File: src/rtl/fsbm_search_ctrl.sv
// -----------------------------------------------------------------------------
// fsbm_search_ctrl
//   Sequencer for one full-search block-matching pass. It walks the current
//   block pixel by pixel and issues matching read addresses to the current-block
//   and reference-window memories. It clears and steps the SAD PE array, pulses
//   the compare stage, and captures the packed {mad, mv} result.
//
// Optional feature (compile-time macro FSBM_SEARCH_CNT_EN):
//   When the macro is defined, the module adds a search_cnt[15:0] output. It
//   counts completed searches, saturates at 16'hFFFF and is cleared only by reset.
//
// Ports:
//   clk        in   1       clock, all logic on posedge
//   rst_n      in   1       synchronous active-low reset
//   start      in   1       request a search (sampled only in IDLE)
//   abort      in   1       cancel the running search
//   busy       out  1       high in every state except IDLE
//   cur_rd     out  1       current-block memory read strobe
//   cur_addr   out  ADDR_W  current-block pixel address r*BLK + c
//   ref_rd     out  1       reference-window read strobe (same cycles as cur_rd)
//   ref_addr   out  ADDR_W  reference-window base address r*(BLK+SRCH-1) + c
//   pe_clear   out  1       one-cycle clear of all PE accumulators
//   pe_acc     out  1       PE accumulate valid, one cycle behind the reads
//   cmp_enable out  1       one-cycle enable into the compare stage
//   cmp_out    in   20      compare result {mad[11:0], mv[7:0]}
//   result     out  20      captured {mad, mv}; held until the next capture
//   done       out  1       one-cycle pulse; result is valid in the same cycle
//   search_cnt out  16      completed-search count (FSBM_SEARCH_CNT_EN only)
// -----------------------------------------------------------------------------
module fsbm_search_ctrl #(
   parameter int BLK     = 4,
   parameter int SRCH    = 4,
   parameter int ADDR_W  = 8,
   parameter int CMP_LAT = 1
) (
   input  logic              clk,
   input  logic              rst_n,
   input  logic              start,
   input  logic              abort,
   output logic              busy,
   output logic              cur_rd,
   output logic [ADDR_W-1:0] cur_addr,
   output logic              ref_rd,
   output logic [ADDR_W-1:0] ref_addr,
   output logic              pe_clear,
   output logic              pe_acc,
   output logic              cmp_enable,
   input  logic [19:0]       cmp_out,
   output logic [19:0]       result,
   output logic              done
`ifdef FSBM_SEARCH_CNT_EN
   ,
   output logic [15:0]       search_cnt
`endif
);

   localparam int RC_W = (BLK > 1) ? $clog2(BLK) : 1;
   localparam int WC_W = (CMP_LAT > 1) ? $clog2(CMP_LAT) : 1;

   localparam logic [RC_W-1:0]   RC_LAST   = RC_W'(BLK - 1);
   localparam logic [WC_W-1:0]   WAIT_LAST = WC_W'(CMP_LAT - 1);
   localparam logic [ADDR_W-1:0] BLK_A     = ADDR_W'(BLK);
   localparam logic [ADDR_W-1:0] STRIDE_A  = ADDR_W'(BLK + SRCH - 1);

   typedef enum logic [2:0] {
      S_IDLE,
      S_CLEAR,
      S_ACCUM,
      S_DRAIN,
      S_CMP,
      S_WAIT,
      S_DONE
   } state_t;

   state_t            state_q, state_d;
   logic [RC_W-1:0]   r_q, r_d;
   logic [RC_W-1:0]   c_q, c_d;
   logic [WC_W-1:0]   wait_q, wait_d;
   logic [19:0]       result_q, result_d;
   logic              busy_q, busy_d;
   logic              pe_clear_q, pe_clear_d;
   logic              cur_rd_q, cur_rd_d;
   logic [ADDR_W-1:0] cur_addr_q, cur_addr_d;
   logic [ADDR_W-1:0] ref_addr_q, ref_addr_d;
   logic              pe_acc_q, pe_acc_d;
   logic              cmp_enable_q, cmp_enable_d;
   logic              done_q, done_d;
   logic [15:0]       cnt_q, cnt_d;

   // Next-state and next-output logic. All outputs come from registers, so
   // each output is derived from the state being entered.
   always_comb begin
      state_d  = state_q;
      r_d      = r_q;
      c_d      = c_q;
      wait_d   = wait_q;
      result_d = result_q;
      cnt_d    = cnt_q;

      case (state_q)
         S_IDLE: begin
            if (start) state_d = S_CLEAR;
         end
         S_CLEAR: begin
            state_d = S_ACCUM;
            r_d     = '0;
            c_d     = '0;
         end
         S_ACCUM: begin
            // The walk is raster order. The last pixel (BLK-1,BLK-1) ends the read phase.
            if (c_q == RC_LAST) begin
               c_d = '0;
               if (r_q == RC_LAST) begin
                  r_d     = '0;
                  state_d = S_DRAIN;
               end else begin
                  r_d = r_q + 1'b1;
               end
            end else begin
               c_d = c_q + 1'b1;
            end
         end
         S_DRAIN: state_d = S_CMP;
         S_CMP: begin
            state_d = S_WAIT;
            wait_d  = '0;
         end
         S_WAIT: begin
            if (wait_q == WAIT_LAST) begin
               result_d = cmp_out;
               state_d  = S_DONE;
            end else begin
               wait_d = wait_q + 1'b1;
            end
         end
         S_DONE:  state_d = S_IDLE;
         default: state_d = S_IDLE;
      endcase

      // Abort overrides every transition, including the result capture on
      // the final WAIT edge.
      if (abort && (state_q != S_IDLE)) begin
         state_d  = S_IDLE;
         r_d      = '0;
         c_d      = '0;
         wait_d   = '0;
         result_d = result_q;
      end

      if ((state_q == S_WAIT) && (state_d == S_DONE) && (cnt_q != 16'hFFFF))
         cnt_d = cnt_q + 16'd1;

      busy_d       = (state_d != S_IDLE);
      pe_clear_d   = (state_d == S_CLEAR);
      cur_rd_d     = (state_d == S_ACCUM);
      cur_addr_d   = cur_rd_d ? (ADDR_W'(r_d) * BLK_A + ADDR_W'(c_d)) : '0;
      ref_addr_d   = cur_rd_d ? (ADDR_W'(r_d) * STRIDE_A + ADDR_W'(c_d)) : '0;
      // pe_acc follows the reads by one cycle (memory latency). It drops at once on abort.
      pe_acc_d     = cur_rd_q && (state_d != S_IDLE);
      cmp_enable_d = (state_d == S_CMP);
      done_d       = (state_d == S_DONE);
   end

   always_ff @(posedge clk) begin
      if (!rst_n) begin
         state_q      <= S_IDLE;
         r_q          <= '0;
         c_q          <= '0;
         wait_q       <= '0;
         result_q     <= '0;
         busy_q       <= 1'b0;
         pe_clear_q   <= 1'b0;
         cur_rd_q     <= 1'b0;
         cur_addr_q   <= '0;
         ref_addr_q   <= '0;
         pe_acc_q     <= 1'b0;
         cmp_enable_q <= 1'b0;
         done_q       <= 1'b0;
         cnt_q        <= '0;
      end else begin
         state_q      <= state_d;
         r_q          <= r_d;
         c_q          <= c_d;
         wait_q       <= wait_d;
         result_q     <= result_d;
         busy_q       <= busy_d;
         pe_clear_q   <= pe_clear_d;
         cur_rd_q     <= cur_rd_d;
         cur_addr_q   <= cur_addr_d;
         ref_addr_q   <= ref_addr_d;
         pe_acc_q     <= pe_acc_d;
         cmp_enable_q <= cmp_enable_d;
         done_q       <= done_d;
         cnt_q        <= cnt_d;
      end
   end

   assign busy       = busy_q;
   assign cur_rd     = cur_rd_q;
   assign cur_addr   = cur_addr_q;
   assign ref_rd     = cur_rd_q;
   assign ref_addr   = ref_addr_q;
   assign pe_clear   = pe_clear_q;
   assign pe_acc     = pe_acc_q;
   assign cmp_enable = cmp_enable_q;
   assign result     = result_q;
   assign done       = done_q;

`ifdef FSBM_SEARCH_CNT_EN
   assign search_cnt = cnt_q;
`else
   // Without the count port, the counter has no load and is trimmed away.
   logic unused_cnt;
   assign unused_cnt = ^cnt_q;
`endif

endmodule
File: config.mk
export PLATFORM = sky130hd
export DESIGN_NAME = fsbm_search_ctrl
export DESIGN_NICKNAME = d
export VERILOG_FILES = /design/src/rtl/fsbm_search_ctrl.sv
export SDC_FILE = /design/constraint.sdc
export NUM_CORES = 1
export LEC_CHECK = 0
export CORE_UTILIZATION = 40
export DETAILED_ROUTE_END_ITERATION = 7
export GPL_ROUTABILITY_DRIVEN = 1
export PLACE_DENSITY = 0.76
export SETUP_SLACK_MARGIN = 0.05
export SYNTH_ARGS = -nofsm -noshare
export SYNTH_HDL_FRONTEND = slang
export SYNTH_SLANG_ARGS = --single-unit
File: constraint.sdc
create_clock -name clk -period 2.6 [get_ports clk]
set_input_delay 0.52 -clock clk [delete_from_list [all_inputs] [get_ports clk]]
set_output_delay 0.52 -clock clk [all_outputs]
set_load 0.1 [all_outputs]
==> impl_metrics.yaml <==
outcome:
  status: "complete, but fails checks"
  violations: "negative setup slack"
floorplanning:
  dieArea_mm2: 0.004890
  die_width_um: 69.93
  start_util_pct: 42.09
  io_pins: 67
  rows: 24
  die-height_um: 69.93
  core_area_mm2: 0.004384
timing:
  fin_crit_ps: 2607
  setup_viol: 1
  fin_hold_ws_ps: 455.3
  fin_setup_tns_ps: -7.061
  fin_crit_sh_pct: 100.3
  hold_viol_final: 0
  skew_ps: 4.999
  rsz0062_at_grt: "yes"
  slew_viol_final: 0
  fmax_mhz: 383.6
  postLayoutSetupSlackWorst_ps: -7.061
clocking:
  cts_sinks: 42
  clock_latency_ps: 290
  root_buffer: "clkbuf_8"
  htreeDepth: 2
  hold_buffers: 0
  numCtsBuffers: 5
  clk_pin_slew_worst_paths_ps: 80
  cts_tree: "yes"
  clockBufferDepth: 2
grt:
  grt_pass1_vias: 1546
  grt_usage_pct: 16.86
  antenna_found_initial: 0
  grt_max_degree: 29
  grt_overflow: 0
  grt_pass1_wl_um: 6727
yosys:
  yosysWarnings: 0
  avgSynthCellArea_um2: 8.664
  synth_seq_cells: 42
  synth_edf_count: 0
  synth-async-reset-ratio_pct: 0
  netlist_instances: 213
  synth_area_mm2: 0.001846
  yosys.cell_types.count: 39
  ys_seq_area_share_pct: 45.56
  synth_flop_cell: "dfxtp_1"
place:
  port_buffers: 59
  dp_hpwl_um: 2756
  gp_congestion: 0.7860
worst_setup_path:
  startpoint_type: "flop"
  path_common_cell: "ha_4"
  path_cells: "ha_4 -> or3b_4 -> o41a_1 -> a21o_1 -> fa_1 -> inv_1 -> ha_2 -> ha_4 -> o21a_1 -> nor3_1"
  path_class: "flop to flop"
  worstSetupStartpoint: "c_q[1]$_SDFF_PN0_"
  max_stage_delay_ps: 480
  cpMaxStageDelayCell: "fa_1"
  cp_data_required_time_ps: 2820
  cp-end-kind: "flop"
  path_max_fanout: 2
  worstPathArrival_ps: 2820
  reg2reg_from: "c_q[1]$_SDFF_PN0_"
drt:
  first_pass_iters: 4
  via_per_inst: 4.814
  wl_per_cell_um: 11.56
  vias: 1627
  drt_iter0_drc: 57
  routed_wl_um: 3906
  ant_nets: 0
  route.detailed.drc: 0
power:
  ir_drop_mv: 0.2501
  power_density_mw_per_mm2: 476.1
  p_leak_nw: 1.124
hold_path:
  hold_path_class: "flop to flop"
  worstHoldStart: "result[1]$_SDFFE_PN0P_"
cells_and_area:
  drive_gt1_share_pct: 26.92
  final_util_pct: 59.47
  final_nets: 318
  area_growth_pct: 41.29
  mostFrequentLayoutCells: "56 x buf_4, 44 x nand2_1, 40 x dfxtp_1"
  mostFrequentLayoutCell: "buf_4"
  antennaDiodeCount: 0
  nFillCells: 412
run:
  maxCapViolCount: 0
[where the power goes]
group          internal, mW  switching (mW)  total [mW]
clock                 0.214           0.214       0.428
combinational        0.0548           0.108       0.162
sequential            0.648         0.00319       0.651
total                 0.917           0.325        1.24
[per-layer routing]
layer	vias up	wire length, um	share of wire (%)	GRT usage, %
met5	-	0	0	0
met3	7	175	4.5	4.040
met4	0	69	1.8	5.778
li1	842	-	-	-
met2	42	1917	49	28.85
met1	736	1744	45	20.68
[through the flow]
stage | setup WS [ps] | area (um^2) | std cells | total power [mW]
3_3_place_gp | -155.7 | 2480 | 327 | 0.8279
3_5_place_dp | -193.7 | 2480 | 327 | 0.8277
5_1_grt | -115.6 | 2608 | 338 | 1.285
6_report | -7.061 | 2608 | 338 | 1.241
4_1_cts | -30.46 | 2581 | 336 | 1.253
2_1_floorplan | -75.64 | 1901 | 219 | 0.7802
[synthesized netlist by cell type, drive strengths merged, types with 2 or more instances]
cell type | count | area (um^2)
nand2 | 44 | 165.2
dfxtp | 42 | 840.8
a21oi | 34 | 170.2
buf | 15 | 95.09
ha | 7 | 87.58
inv | 7 | 26.28
o21ai | 7 | 35.03
and2 | 6 | 37.54
nor2b | 6 | 37.54
clkbuf | 5 | 18.77
a21o | 4 | 30.03
nand3b | 4 | 30.03
nor2 | 4 | 15.01
a31oi | 2 | 12.51
fa | 2 | 40.04
nor3 | 2 | 10.01
nor3b | 2 | 15.01
nor4bb | 2 | 20.02
[worst paths after layout]
check | end | slack [ps] | cells after the start
setup reg to reg | ref_addr[3]$_SDFF_PN0_ | -7 | 10
hold / removal | result[1]$_SDFFE_PN0P_ | 460 | 2
setup / recovery | ref_addr[3]$_SDFF_PN0_ | -7 | 10
hold reg to reg | result[1]$_SDFFE_PN0P_ | 460 | 2
[kinds of logic after synthesis]
kind of cell / synth area share, %
buffers and inverters: 7.594
adders and majority gates: 6.915
AOI/OAI and AO/OA: 16.81
xor gates and xnor gates: 0.4747
and+or+nand+nor: 22.44
DFF: 45.56
other: 0.2032
[worst max-delay path: cells and delay by family, from the launching register on]
kind | cells | cell delay (ps)
and+or+nand+nor | 2 | 490
adders and majority gates | 4 | 960
DFF | 1 | 350
buffers and inverters | 1 | 40
AOI/OAI and AO/OA | 3 | 690
[flip-flops by register name, summed over array words and instances, names as in the netlist, 2 cells and up]
signal and flops:
state_q 3, cur_addr 4, result 20, ref_addr 5, r_q 2, c_q 2
[timing repair]
item | in CTS | in global routing
pin swaps | 2 | 2
gates resized for setup | 1 | 2
buffers inserted | 1 | 2
cloned | 0 | 0
setup endpoints to repair | 3 | 3
[area by class of cell]
type	instances	area, um^2	area share [%]
multi-input cells	150	930.9	35.70
flip-flops and latches	42	843.3	32.34
repair buffers	79	650.6	24.95
clock buffers	7	86.33	3.311
well taps	52	65.06	2.495
inverters	7	26.28	1.008
clock inverters	1	5.005	0.1919
Note: power is estimated with default switching activity, not from simulation.
